--- config.mk ---
export PLATFORM = sky130hd
export DESIGN_NAME = cp0_exception_ctrl
export DESIGN_NICKNAME = d
export VERILOG_FILES = /design/src/rtl/cp0_exception_ctrl.sv
export SDC_FILE = /design/constraint.sdc
export NUM_CORES = 1
export LEC_CHECK = 0
export ABC_AREA = 1
export ABC_CLOCK_PERIOD_IN_PS = 2400
export BUFFER_PORTS_ARGS = -buffer_cell sky130_fd_sc_hd__buf_2
export CAP_MARGIN = 20
export CELL_PAD_IN_SITES_DETAIL_PLACEMENT = 1
export CELL_PAD_IN_SITES_GLOBAL_PLACEMENT = 1
export CORE_MARGIN = 2
export CORE_UTILIZATION = 31
export CTS_CLUSTER_DIAMETER = 120
export DETAILED_ROUTE_END_ITERATION = 16
export PLACE_DENSITY = 0.87
export SYNTH_ARGS = -nofsm -noshare
export SYNTH_HDL_FRONTEND = slang
export SYNTH_SLANG_ARGS = --single-unit
--- constraint.sdc ---
create_clock -name clk -period 2.4 [get_ports clk]
set_clock_uncertainty 0.05 [all_clocks]
set_input_delay 0.48 -clock clk [delete_from_list [all_inputs] [get_ports clk]]
set_output_delay 0.48 -clock clk [all_outputs]
set_load 0.02 [all_outputs]
--- src/rtl/cp0_exception_ctrl.sv ---
// cp0_exception_ctrl: SYSCALL/ERET/IRQ trap sequencer for CP0; define CP0_IRQ_EDGE_EN for sticky edge-latched IRQs
module cp0_exception_ctrl #(
   parameter int          NUM_IRQ      = 4,
   parameter logic [29:0] EXC_VECTOR   = 30'h0000_0060,
   parameter int          FLUSH_CYCLES = 2,
   parameter logic [4:0]  IRQ_CODE     = 5'd0,
   parameter logic [4:0]  SYS_CODE     = 5'd8
) (
   input  logic               clk,
   input  logic               rst,
   input  logic [5:0]         op,
   input  logic [5:0]         func,
   input  logic [4:0]         rs,
   input  logic [4:0]         rt,
   input  logic [4:0]         rd,
   input  logic [4:0]         shamt,
   input  logic               instr_valid,
   input  logic               stall,
   input  logic [29:0]        pc,
   input  logic [NUM_IRQ-1:0] irq,
   input  logic               status_ie,
   input  logic               status_exl,
   input  logic [NUM_IRQ-1:0] status_im,
   input  logic [31:0]        epc_in,
   output logic               exc_take,
   output logic [31:0]        epc_out,
   output logic [4:0]         exc_code,
   output logic [2:0]         irq_id,
   output logic               exl_clr,
   output logic               flush,
   output logic               redirect,
   output logic [29:0]        redirect_pc,
   output logic [NUM_IRQ-1:0] irq_pending
);
   typedef enum logic [1:0] {IDLE, TRAP, RET, DRAIN} state_t;
   state_t state;
   logic [2:0] cnt;
   logic ok, sys, ret, found, irq_take;
   logic [2:0] sel;
   logic [NUM_IRQ-1:0] pend_next;
   logic unused_epc_lsb;
   assign unused_epc_lsb = ^epc_in[1:0];
   always_comb begin
      ok = instr_valid & ~stall;
      sys = ok & (op == 6'b000000) & (func == 6'b001100);
      ret = ok & (op == 6'b010000) & (rs == 5'b10000) & (rt == 5'd0) & (rd == 5'd0) &
            (shamt == 5'd0) & (func == 6'b011000);
      found = 1'b0;
      sel = 3'd0;
      for (int i = NUM_IRQ - 1; i >= 0; i--)
         if (irq_pending[i] & status_im[i]) begin
            found = 1'b1;
            sel = 3'(i);
         end
      irq_take = (state == IDLE) & found & status_ie & ~status_exl & ok & ~sys & ~ret;
   end
`ifdef CP0_IRQ_EDGE_EN
   logic [NUM_IRQ-1:0] irq_d, clr;
   assign clr = irq_take ? NUM_IRQ'(1) << sel : '0;
   // a new rising edge wins over the service clear on the same edge
   assign pend_next = (irq_pending & ~clr) | (irq & ~irq_d);
   always_ff @(posedge clk)
      irq_d <= rst ? '0 : irq;
`else
   assign pend_next = irq;
`endif
   always_ff @(posedge clk) begin
      if (rst) begin
         state <= IDLE;
         cnt <= 3'd0;
         exc_take <= 1'b0;
         epc_out <= 32'd0;
         exc_code <= 5'd0;
         irq_id <= 3'd0;
         exl_clr <= 1'b0;
         flush <= 1'b0;
         redirect <= 1'b0;
         redirect_pc <= 30'd0;
         irq_pending <= '0;
      end else begin
         irq_pending <= pend_next;
         exc_take <= 1'b0;
         epc_out <= 32'd0;
         exc_code <= 5'd0;
         irq_id <= 3'd0;
         exl_clr <= 1'b0;
         redirect <= 1'b0;
         redirect_pc <= 30'd0;
         case (state)
            IDLE:
               if (ret) begin
                  state <= RET;
                  exl_clr <= 1'b1;
                  redirect <= 1'b1;
                  redirect_pc <= epc_in[31:2];
                  flush <= 1'b1;
               end else if (sys | irq_take) begin
                  state <= TRAP;
                  exc_take <= 1'b1;
                  epc_out <= {pc, 2'b00};
                  exc_code <= sys ? SYS_CODE : IRQ_CODE;
                  irq_id <= sys ? 3'd0 : sel;
                  redirect <= 1'b1;
                  redirect_pc <= EXC_VECTOR;
                  flush <= 1'b1;
               end
            TRAP, RET: begin
               state <= DRAIN;
               cnt <= 3'd0;
            end
            default:
               if (cnt == 3'(FLUSH_CYCLES - 1)) begin
                  state <= IDLE;
                  flush <= 1'b0;
               end else
                  cnt <= cnt + 3'd1;
         endcase
      end
   end
endmodule

* Word-level counts from Yosys, hierarchy flattened
Index checks and enable logic that the tools add are counted.
** Storage, ports and cells
- Register bits after elaboration :: 83
- Output and inout port bits :: 78
** Operators by class
- Add/subtract/negate cells :: 1
- Equal/unequal tests :: 9
- Muxes and demuxes :: 23
- Bitwise gates (word level) :: 27
- Reductions and logical operators :: 17
** Operator list (count)
- $mux W30 :: 1
- $and A1 B1 Y1 :: 19
- $logic_not A5 Y1 :: 3
- $eq A6 B5 Y1 const B :: 2
- $mux W1 :: 11
- $mux W2 :: 5
- $reduce_or A8 Y1 :: 1
- $mux W7 :: 1
- $not A1 Y1 :: 7
- $reduce_or A7 Y1 :: 1
- $eq A6 B4 Y1 const B :: 1
- $logic_not A6 Y1 :: 1
- $pmux W3 S2 :: 1
- $reduce_or A6 Y1 :: 1
- $eq A5 B5 Y1 const B :: 1
- $mux W4 :: 1
- $pmux W2 S2 :: 1
- $reduce_and A2 Y1 :: 2
- $reduce_or A2 Y1 :: 2
- $reduce_or A4 Y1 :: 1
- $add A3 B1 Y3 const B :: 1
- $eq A3 B1 Y1 const B :: 1
- $mux W3 :: 1
- $ne A3 B2 Y1 const B :: 1
- 10 further kinds :: 10

* Depth between registers and ports, before layout
Gate-level depths: netlist of run 1.
- Depth in word-level cells :: 15
- Mapped depth :: 11
- Mapped depth without buffers :: 11

* Least setup slack after synthesis of run 1
No wires, ideal clock.
- Path kind :: input -> register
- From :: in rs[1]
- To :: reg redirect_pc[22]
- Arrival :: 1435 ps
- Setup slack :: 854 ps
- Cell stages on the path :: 11
- Path buffers :: 2
- Cell sequence :: inv_1 > nand2_1 > nor2_1 > nand2_1 > nor2_2 > nand3_2 > nor2_2 > nand2_1 > buf_6 > buf_12 > nor2_4
** Between the ends
- Longest elaborated chain between the ends :: 7
** RTL lines
- start, declared :: line 13 : input logic [4:0] rs,
- $eq A5 B5 Y1 :: line 46 : ret = ok & (op == 6'b010000) & (rs == 5'b10000) & (rt == 5'd0) & (rd == 5'd0) &
- $and A1 B1 Y1 (4 in a row) :: line 46
- $and A1 B1 Y1 :: line 47 : (shamt == 5'd0) & (func == 6'b011000);
- $mux W30 :: line 91 : if (ret) begin
- end signal, assigned :: line 95 : redirect_pc <= epc_in[31:2];
- end, declared :: line 32 : output logic [29:0] redirect_pc,
Every way passes these cells.
A chain may end at the register's enable or synchronous reset.

* Worst setup path after layout of run 1
- From :: reg state[1]
- To :: reg epc_out[9]
** Between the ends
- Longest elaborated chain between the ends :: 10
- Elaborated cells between the ends (all ways) :: 11
** RTL lines
- start, declared :: line 36 : state_t state;
- start signal, assigned :: line 69 : state <= IDLE;
- start signal, assigned :: line 92 : state <= RET;
- start signal, assigned :: line 98 : state <= TRAP;
- $logic_not A2 Y1 * :: line 55, 89
- $and A1 B1 Y1 (6 in a row) :: line 55 : irq_take = (state == IDLE) & found & status_ie & ~status_exl & ok & ~sys & ~ret;
- $or A1 B1 Y1 :: line 97 : end else if (sys | irq_take) begin
- $not A1 Y1 (no source line)
- $reduce_or A4 Y1 (no source line) *
- end signal, assigned :: line 100 : epc_out <= {pc, 2'b00};
- end, declared :: line 26 : output logic [31:0] epc_out,
Mark *: on every way between the ends. The rest lies on a longest branch, timed or not.

==> run_results.csv, run 1 <==
group,metric,value,unit
outcome,outcome,"finished, final reports clean",
synth,synthCells,359,
power_and_ir_drop,p_total,2.80,mW
worst_setup_path,crit_path_end_kind,"flop",
placed_design,routabilityCongestion,0.761,
worst_hold_path,min_from,"status_im[1]",
drt,drt-initial-drc-count,13,
die,start_util,0.318,
synth,synth.most_common_cell,"inv_1",
synth,yosysTopAreaCell,"dfxtp_1",
worst_setup_path,critPathMaxStageDelay,0.32,ns
drt,drcViolationCount,0,
worst_setup_path,rr_startpoint,"state[1]$_SDFFE_PP0P_",
clock_network,postCtsSetupBuffers,0,
synth,syn_avg_cell_area,8.10,um^2
sta,period_share,0.855,
global_routing,grt_max_degree,32,
die,io-pin-count,186,
global_routing,overflow,0,
power_and_ir_drop,power.leakage,2.41,nW
global_routing,antenna_found_initial,0,
sta,setup_viol,0,
sta,min_period,2.05,ns
synth,postSynth.asyncResetShare,0,
layout,num_antenna_cells,0,
synth,ys_ff_latch,76,
sta,fin_tns_setup,0,ns
clock_network,cts_tree,"built",
clock_network,cts_max_level,3,
layout,fin_util,0.441,
clock_network,post_cts_resized,0,
synth,syn-cell-area,2910,um^2
die,die_height,101,um
placed_design,dp_hpwl,6090,um
clock_network,clock_sinks,76,
power_and_ir_drop,ir_drop,0.333,mV
sta,timing.final.hold_violations,0,
synth,dominantRegCellSynth,"dfxtp_1",
worst_setup_path,crit_path_frequent_cell,"nand2_1",
die,core,9150,um^2
synth,synthTopCellsByCount,"93 x inv_1, 76 x dfxtp_1, 53 x nor2_1, 38 x nand2_1, 32 x nor2_2",
clock_network,clk_latency,0.33,ns
layout,drive_above_1_share,0.448,
clock_network,cts-root-buf,"clkbuf_8",
layout,stdcell_count,656,
die,die_area,10200,um^2
synth,synth.distinct_cells,27,
layout,syn_to_final_growth,39.0,%
sta,rsz0062_at_grt,"false",
worst_setup_path,worstSetupPathType,"flop to flop",
drt,routed_wl,7450,um
synth,synth-seq-area-share,0.523,
power_and_ir_drop,internal-power,1.99,mW
worst_setup_path,crit_required,2.62,ns
clock_network,hold_buffers,0,
drt,ant_nets,0,
layout,nFillCells,1207,
die,die_w,101,um
job,maxCapViolCount,0,
worst_setup_path,critical_path_peak_fanout,31,
power_and_ir_drop,switching_share,0.286,
worst_setup_path,path_cells,"inv_1 > ha_1 > nand2_1 > nor4_1 > nand2_1 > o21ai_1 > nand2_2 > buf_4 > nor2_2",
synth,synth_edf_count,0,
power_and_ir_drop,power_density,692,nW/um^2
placed_design,place_inst,640,
worst_setup_path,cpMaxStageDelayCell,"dfxtp_1",
global_routing,grt_pass1_vias,2692,
power_and_ir_drop,clock_power_share,0.355,
global_routing,grt_pass1_wl,11700,um
power_and_ir_drop,pwr-share-seq,0.473,
placed_design,io_buffers,176,
clock_network,clkTransAtPathRegs,0.08,ns
clock_network,cts_buffers,9,
worst_setup_path,worstPathArrival,2.27,ns
drt,dr.pass1.iters,4,
drt,routed_via_density,4.08,
power_and_ir_drop,p_sw,0.801,mW
synth,synth.area.top_cells,"dfxtp_1 52%, inv_1 12%, nor2_2 6.9%, nor2_1 6.8%, nand2_1 4.9%",
power_and_ir_drop,p_comb_frac,0.173,
worst_hold_path,min_path_type,"input port to flop",
sta,timing.fmax,0.488,GHz
die,rows,35,
synth,synth_top_cell_area_share,0.523,
clock_network,cts_buffer_depth,2,
global_routing,grt_usage,0.146,
drt,vias,2674,
synth,synth-warning-count,0,
worst_setup_path,crit_path_start,"state[1]$_SDFFE_PP0P_",
worst_setup_path,start_kind,"flop",
layout,nets,652,
sta,slew_viol_final,0,
drt,wl_per_cell,11.4,um
==> path summary, 6_finish.rpt <==
kind                                end  slack, ns  depth (start not counted)
hold / removal     irq_id[1]$_SDFF_PP0_       0.29                          2
setup reg to reg  epc_out[9]$_SDFF_PP0_       0.35                          9
setup / recovery  epc_out[9]$_SDFF_PP0_       0.35                          9
hold reg to reg      flush$_SDFFE_PP0P_       0.40                          2
==> logic make-up (layout without fill, tap and decap cells) <==
family | Yosys count | in the layout | synth area share
AND/OR/NAND/NOR | 152 | 152 | 0.262
flip-flops | 76 | 76 | 0.523
AO/OA/AOI/OAI | 11 | 11 | 0.0202
other | 1 | 7 | 0.00129
adder cells (fa/ha/maj) | 4 | 4 | 0.0172
buffers and inverters | 114 | 294 | 0.173
XOR/XNOR | 1 | 1 | 0.00301
==> power groups by stage <==
stage / logic (mW) / clock network, mW / registers (mW)
after global routing: 0.555 / 1.09 / 1.33
final: 0.483 / 0.992 / 1.32
after global placement: 0.460 / 0 / 1.35
after detailed placement: 0.490 / 0 / 1.35
after floorplan: 0.299 / 0 / 1.36
after CTS: 0.491 / 1.03 / 1.32
==> state kept, by name, summed over array words and instances (netlist names) <==
signal	count
exc_take	1
epc_out	30
redirect	1
flush	1
irq_pending	4
exc_code	1
cnt	3
state	2
exl_clr	1
irq_id	2
redirect_pc	30
==> cell usage in the layout, fill, tap and decap left out, drive strengths merged <==
cell,synthesis,routed
a21oi,6,6
a22oi,1,1
a31oi,1,1
buf,13,178
bufinv,0,1
clkbuf,1,11
clkinv,0,2
clkinvlp,0,1
conb,1,7
dfxtp,76,76
ha,4,4
inv,100,101
nand2,39,39
nand3,6,6
nand4,5,5
nor2,94,94
nor3,3,3
nor4,4,4
o21ai,3,3
or2,1,1
xor2,1,1
==> routing by layer <==
layer / GRT usage / wire length, um / share of wire / vias to the layer above
met1: 0.160 / 3010 / 0.40 / 1183
met4: 0.0537 / 70 / 0.0094 / 0
li1: - / - / - / 1371
met2: 0.264 / 3730 / 0.50 / 114
met5: 0 / 0 / 0 / -
met3: 0.0465 / 643 / 0.086 / 6
==> metrics by stage <==
step / hold slack [ns] / area, um^2 / setup WS [ns]
after detailed placement: 0.397 / 3840 / 0.275
final: 0.287 / 4040 / 0.349
after global routing: 0.280 / 4040 / 0.179
after global placement: 0.387 / 3840 / 0.370
after floorplan: 0.407 / 2930 / 0.854
after CTS: 0.271 / 4040 / 0.304
==> critical path, delay by kind of cell (launching register included) <==
kind	cells	cell delay [ns]
adders and majority gates	1	0.29
buffers and inverters	2	0.35
AOI/OAI and AO/OA	1	0.19
DFF	1	0.32
and+or+nand+nor	5	0.76
==> layout make-up <==
class                      count  area [um^2]  share of cell area
sequential                    76         1520               0.377
timing repair buffer         178          896               0.222
inverter                     100          375              0.0929
clock inverter                 5         60.1              0.0149
multi-input combinational    175          906               0.224
clock buffer                  11          141              0.0350
tap                          111          139              0.0344
Note: power is estimated with default switching activity, not from simulation.
==> run 2, diff against run 1 <==
Settings changed: ABC_AREA 1 to unset, CORE_ASPECT_RATIO set to 1.4, CORE_UTILIZATION 31 to 30, PLACE_DENSITY 0.87 to 0.85.
==> run_results.csv, run 2 <==
group,metric,value,unit
power_and_ir_drop,p_total,2.92,mW
synth,synth.distinct_cells,40,
sta,timing.fmax,0.469,GHz
worst_hold_path,min_from,"epc_in[26]",
synth,synth.area.top_cells,"dfxtp_1 59%, and2_1 14%, buf_4 2.3%, ha_1 1.9%, nor2_1 1.9%",
layout,final_common_cell,"buf_2",
placed_design,routabilityCongestion,0.752,
worst_setup_path,rr_startpoint,"state[1]$_SDFFE_PP0P_",
layout,fin_util,0.472,
layout,final_cell_area,3890,um^2
sta,min_period,2.13,ns
sta,fin_ws,0.268,ns
synth,synth-seq-area-share,0.593,
synth,syn_avg_cell_area,10.8,um^2
die,die_w,82.2,um
synth,synth-warning-count,0,
worst_setup_path,reg2reg_to,"epc_out[13]$_SDFF_PP0_",
layout,nFillCells,991,
sta,setup_viol,0,
synth,synth_top_cell_area_share,0.593,
die,rows,39,
worst_setup_path,cpMaxStageDelayCell,"a21oi_4",
worst_setup_path,critical_path_peak_fanout,31,
worst_setup_path,r2r_cells,7,
power_and_ir_drop,power_density,751,nW/um^2
synth,postSynth.asyncResetShare,0,
layout,drive_above_1_share,0.492,
global_routing,grt_usage,0.165,
drt,vias,2368,
placed_design,io_buffers,176,
clock_network,post_cts_resized,1,
sta,timing.final.hold_violations,0,
global_routing,overflow,0,
die,io-pin-count,186,
clock_network,hold_buffers,0,
drt,routed_via_density,4.46,
clock_network,cts_tree,"built",
placed_design,dp_hpwl,6110,um
drt,dr.pass1.iters,4,
global_routing,grt_pass1_wl,11500,um
drt,ant_nets,0,
synth,synthCells,238,
global_routing,gr-usage-met1,0.160,
synth,syn-cell-area,2570,um^2
layout,multi_input_area,970,um^2
power_and_ir_drop,power.leakage,1.99,nW
power_and_ir_drop,ir_drop,0.438,mV
placed_design,dp_slack,-0.157,ns
worst_setup_path,start_kind,"flop",
layout,seq_area,1520,um^2
clock_network,clk_latency,0.32,ns
clock_network,clkTransAtPathRegs,0.06,ns
worst_hold_path,min_path_type,"input port to flop",
synth,synth_edf_count,0,
worst_hold_path,min_path_cells,2,
synth,synth.most_common_cell,"dfxtp_1",
synth,yosysTopAreaCell,"dfxtp_1",
clock_network,cts_buffer_depth,2,
sta,rsz0062_at_grt,"false",
layout,layout_common_cells,"176 x buf_2, 76 x dfxtp_1, 59 x and2_1",
layout,syn_to_final_growth,51.6,%
layout,nets,537,
drt,drcViolationCount,0,
die,core,8250,um^2
sta,slew_viol_final,0,
worst_setup_path,crit_required,2.61,ns
synth,dominantRegCellSynth,"dfxtp_1",
global_routing,antenna_found_initial,0,
placed_design,place_area,3580,um^2
clock_network,cts-root-buf,"clkbuf_16",
clock_network,cts_buffers,9,
synth,ys_ff_latch,76,
layout,reg_top3,"epc_out x30, redirect_pc x30, irq_pending x4",
placed_design,place_inst,516,
sta,tightest_slew,0.641,ns
worst_setup_path,worstSetupPathType,"flop to flop",
global_routing,use_met3,0.0475,
sta,period_share,0.888,
synth,synthTopCellsByCount,"76 x dfxtp_1, 59 x and2_1, 13 x nor2_1, 10 x nand2_1, 8 x buf_4",
drt,drt-initial-drc-count,78,
worst_setup_path,critPathMaxStageDelay,0.56,ns
outcome,outcome,"finished, final reports clean",
global_routing,use_met2,0.309,
global_routing,grt_max_degree,32,
worst_setup_path,r2r_slack,0.27,ns
worst_hold_path,min_to,"redirect_pc[24]$_SDFF_PP0_",
global_routing,grt_pass1_vias,2446,
global_routing,grt-busiest-layer,"met2",
drt,wl_per_cell,14.4,um
layout,num_antenna_cells,0,
job,maxCapViolCount,0,
drt,routed_wl,7640,um
worst_setup_path,crit_path_end_kind,"flop",
layout,stdcell_count,531,
clock_network,clock_sinks,76,
worst_setup_path,path_cells,"inv_1 > ha_1 > nand4b_1 > a211oi_2 > o31ai_2 > a21oi_4 > and2_1",
clock_network,postCtsSetupBuffers,0,
clock_network,cts_max_level,3,
die,die_height,113,um
die,start_util,0.311,
sta,maxSlewHeadroom,0.571,
worst_setup_path,worstPathArrival,2.34,ns
die,die_area,9320,um^2
-- run 2: cell types whose count changed in the layout (fill, tap and decap cells not counted), moves of 5 or more --
cell / delta
clkbuf_8: -8
nor2_1: -40
nor2_2: -32
buf_4: +5
inv_1: -88
nor2_4: -9
o21ai_0: +5
nand2_1: -28
nor2b_1: +5
clkbuf_16: +9
and2_1: +59
inv_2: -7
-- run 2: layout make-up --
type,count,area share
clock inverter,4,0.0125
inverter,5,0.00482
sequential,76,0.391
tap,102,0.0328
clock buffer,11,0.0649
multi-input combinational,149,0.249
timing repair buffer,184,0.245
-- run 2: cells by family (layout without fill, tap and decap cells) --
kind of cell    after synthesis  after routing  share of synthesized area
compound gates               26             26                     0.0702
fa+ha+maj                     4              4                     0.0195
buf+inv                      19            204                     0.0448
flops                        76             76                      0.593
mux                           1              1                    0.00390
other cells                   1              7                    0.00146
simple gates                111            111                      0.268
-- run 2: worst max-delay path by stage --
| stage | from | endpoint | slack (ns) | depth (start not counted) |
|---|---|---|---|---|
| after global placement | stall | epc_out[2]$_SDFF_PP0_ | -0.04 | 6 |
| after CTS | state[1]$_SDFFE_PP0P_ | epc_out[13]$_SDFF_PP0_ | 0.20 | 7 |
| after global routing | state[1]$_SDFFE_PP0P_ | epc_out[13]$_SDFF_PP0_ | 0.05 | 7 |
| after floorplan | op[5] | epc_out[23]$_SDFF_PP0_ | 0.62 | 6 |
| after detailed placement | stall | epc_out[13]$_SDFF_PP0_ | -0.16 | 6 |
| final | state[1]$_SDFFE_PP0P_ | epc_out[13]$_SDFF_PP0_ | 0.27 | 7 |
-- run 2: critical path: cells and delay by family, from the launching register on --
kind	cells	cell delay [ns]
AO/OA/AOI/OAI	3	1.04
adder cells (fa/ha/maj)	1	0.18
buffers and inverters	1	0.08
flip-flops	1	0.31
AND/OR/NAND/NOR	2	0.39
-- run 2: where the power goes --
group / internal [mW] / switching, mW / leakage (nW)
Clock: 0.853 / 0.477 / 0.151
Combinational: 0.131 / 0.157 / 1.22
Sequential: 1.29 / 0.0189 / 0.613
Total: 2.27 / 0.652 / 1.99
-- run 2: metal layers --
layer | share of wire | wire (um)
met2 | 0.56 | 4270
met4 | 0.016 | 119
met5 | 0 | 0
met3 | 0.084 | 639
met1 | 0.34 | 2610
-- run 2: metrics by stage --
step                      TNS, ns  hold WS (ns)
final                           0         0.302
after global routing            0         0.293
after CTS                       0         0.289
after detailed placement    -3.68         0.442
after global placement      -1.23         0.420
after floorplan                 0         0.402
==> run 3, diff against run 2 <==
==> constraint.sdc (replaced) <==
create_clock -name clk -period 2.4 [get_ports clk]
set_clock_uncertainty 0.05 [all_clocks]
set_input_delay 0.36 -clock clk [delete_from_list [all_inputs] [get_ports clk]]
set_output_delay 0.36 -clock clk [all_outputs]
set_load 0.02 [all_outputs]
==> run_results.csv, run 3 (synthesis gave the netlist of run 2 again) <==
group,metric,value,unit
layout,drive_above_1_share,0.481,
sta,min_period,2.08,ns
die,rows,39,
worst_setup_path,worstSetupPathType,"flop to flop",
die,die_area,9320,um^2
clock_network,postCtsSetupBuffers,0,
global_routing,antenna_found_initial,0,
worst_setup_path,critPathMaxStageDelay,0.35,ns
clock_network,clkTransAtPathRegs,0.06,ns
drt,dr.pass1.iters,4,
clock_network,clk_latency,0.33,ns
layout,reg_top3,"epc_out x30, redirect_pc x30, irq_pending x4",
layout,layout_common_cells,"176 x buf_2, 76 x dfxtp_1, 59 x and2_1",
clock_network,cts_buffer_depth,2,
placed_design,dp_hpwl,5960,um
layout,final_common_cell,"buf_2",
clock_network,clock_sinks,76,
global_routing,grt_usage,0.160,
drt,wl_per_cell,13.8,um
drt,drcViolationCount,0,
die,die_w,82.2,um
placed_design,io_buffers,176,
layout,syn_to_final_growth,48.8,%
sta,fin_ws,0.320,ns
worst_setup_path,crit_family,"compound AO/OA/AOI/OAI gates",
placed_design,routabilityCongestion,0.752,
worst_setup_path,critical_path_peak_fanout,31,
worst_setup_path,path_cells,"inv_1 > ha_1 > nand4b_1 > a211oi_2 > o31ai_2 > a21oi_2 > buf_4 > and2_1",
drt,ant_nets,0,
clock_network,cts-root-buf,"clkbuf_16",
sta,setup_viol,0,
power_and_ir_drop,power_density,757,nW/um^2
power_and_ir_drop,power.leakage,1.95,nW
drt,drt-initial-drc-count,35,
global_routing,overflow,0,
sta,period_share,0.867,
clock_network,hold_buffers,0,
die,io-pin-count,186,
sta,fin_tns_setup,0,ns
worst_setup_path,crit_required,2.61,ns
clock_network,cts_tree,"built",
layout,num_antenna_cells,0,
sta,timing.fmax,0.481,GHz
worst_setup_path,start_kind,"flop",
sta,timing.final.hold_violations,0,
global_routing,grt_pass1_vias,2469,
die,start_util,0.311,
worst_setup_path,crit_path_end_kind,"flop",
worst_setup_path,crit_buf_inv,2,
job,maxCapViolCount,0,
outcome,outcome,"finished, final reports clean",
sta,rsz0062_at_grt,"false",
global_routing,grt_max_degree,32,
worst_hold_path,min_path_type,"input port to flop",
drt,routed_wl,7270,um
worst_setup_path,cpMaxStageDelayCell,"a211oi_2",
global_routing,grt_pass1_wl,11100,um
sta,slew_viol_final,0,
clock_network,cts_buffers,9,
power_and_ir_drop,ir_drop,0.362,mV
die,die_height,113,um
drt,routed_via_density,4.46,
placed_design,dp_slack,0.241,ns
clock_network,cts_max_level,3,
sta,holdWs,0.176,ns
clock_network,post_cts_resized,0,
die,core,8250,um^2
worst_setup_path,worstPathArrival,2.29,ns
layout,nets,531,
drt,vias,2345,
run 3: final timing paths:
kind	end	slack [ns]	cells past startpoint	startpoint
worst max-delay path	epc_out[29]$_SDFF_PP0_	0.32	8	state[1]$_SDFFE_PP0P_
worst min-delay path	epc_out[18]$_SDFF_PP0_	0.18	2	pc[16]
worst max register to register	epc_out[29]$_SDFF_PP0_	0.32	8	state[1]$_SDFFE_PP0P_
worst min register to register	state[0]$_SDFFE_PP0P_	0.44	2	state[0]$_SDFFE_PP0P_
run 3: per-layer routing:
metal	track usage	vias to the layer above	wire length, um
li1	-	1139	-
met1	0.147	1064	2380
met2	0.294	127	3970
met3	0.0522	15	692
met4	0.0911	0	220
met5	0	-	0
run 3: cell type report:
type / count / area (um^2)
Fill cell: 979 / 4430
Sequential cell: 76 / 1520
Multi-Input combinational cell: 149 / 962
Timing Repair Buffer: 178 / 896
Clock buffer: 12 / 246
Tap cell: 102 / 128
Clock inverter: 4 / 48.8
Inverter: 5 / 18.8
run 3: where the power goes:
part           switching, mW  leakage (nW)  total (mW)  internal (mW)
Sequential            0.0176         0.613        1.31           1.29
Clock                  0.486         0.147        1.32          0.831
Combinational          0.149          1.19       0.270          0.121
run 3: per-stage QoR:
step                instance area (um^2)   util  total power, mW  cells
floorplan                           2590      -             1.48    244
global placement                    3530  0.428             1.59    510
detailed placement                  3530  0.428             1.61    510
CTS                                 3820  0.463             2.93    526
global route                        3820  0.463             3.03    526
finish                              3820  0.463             2.89    526
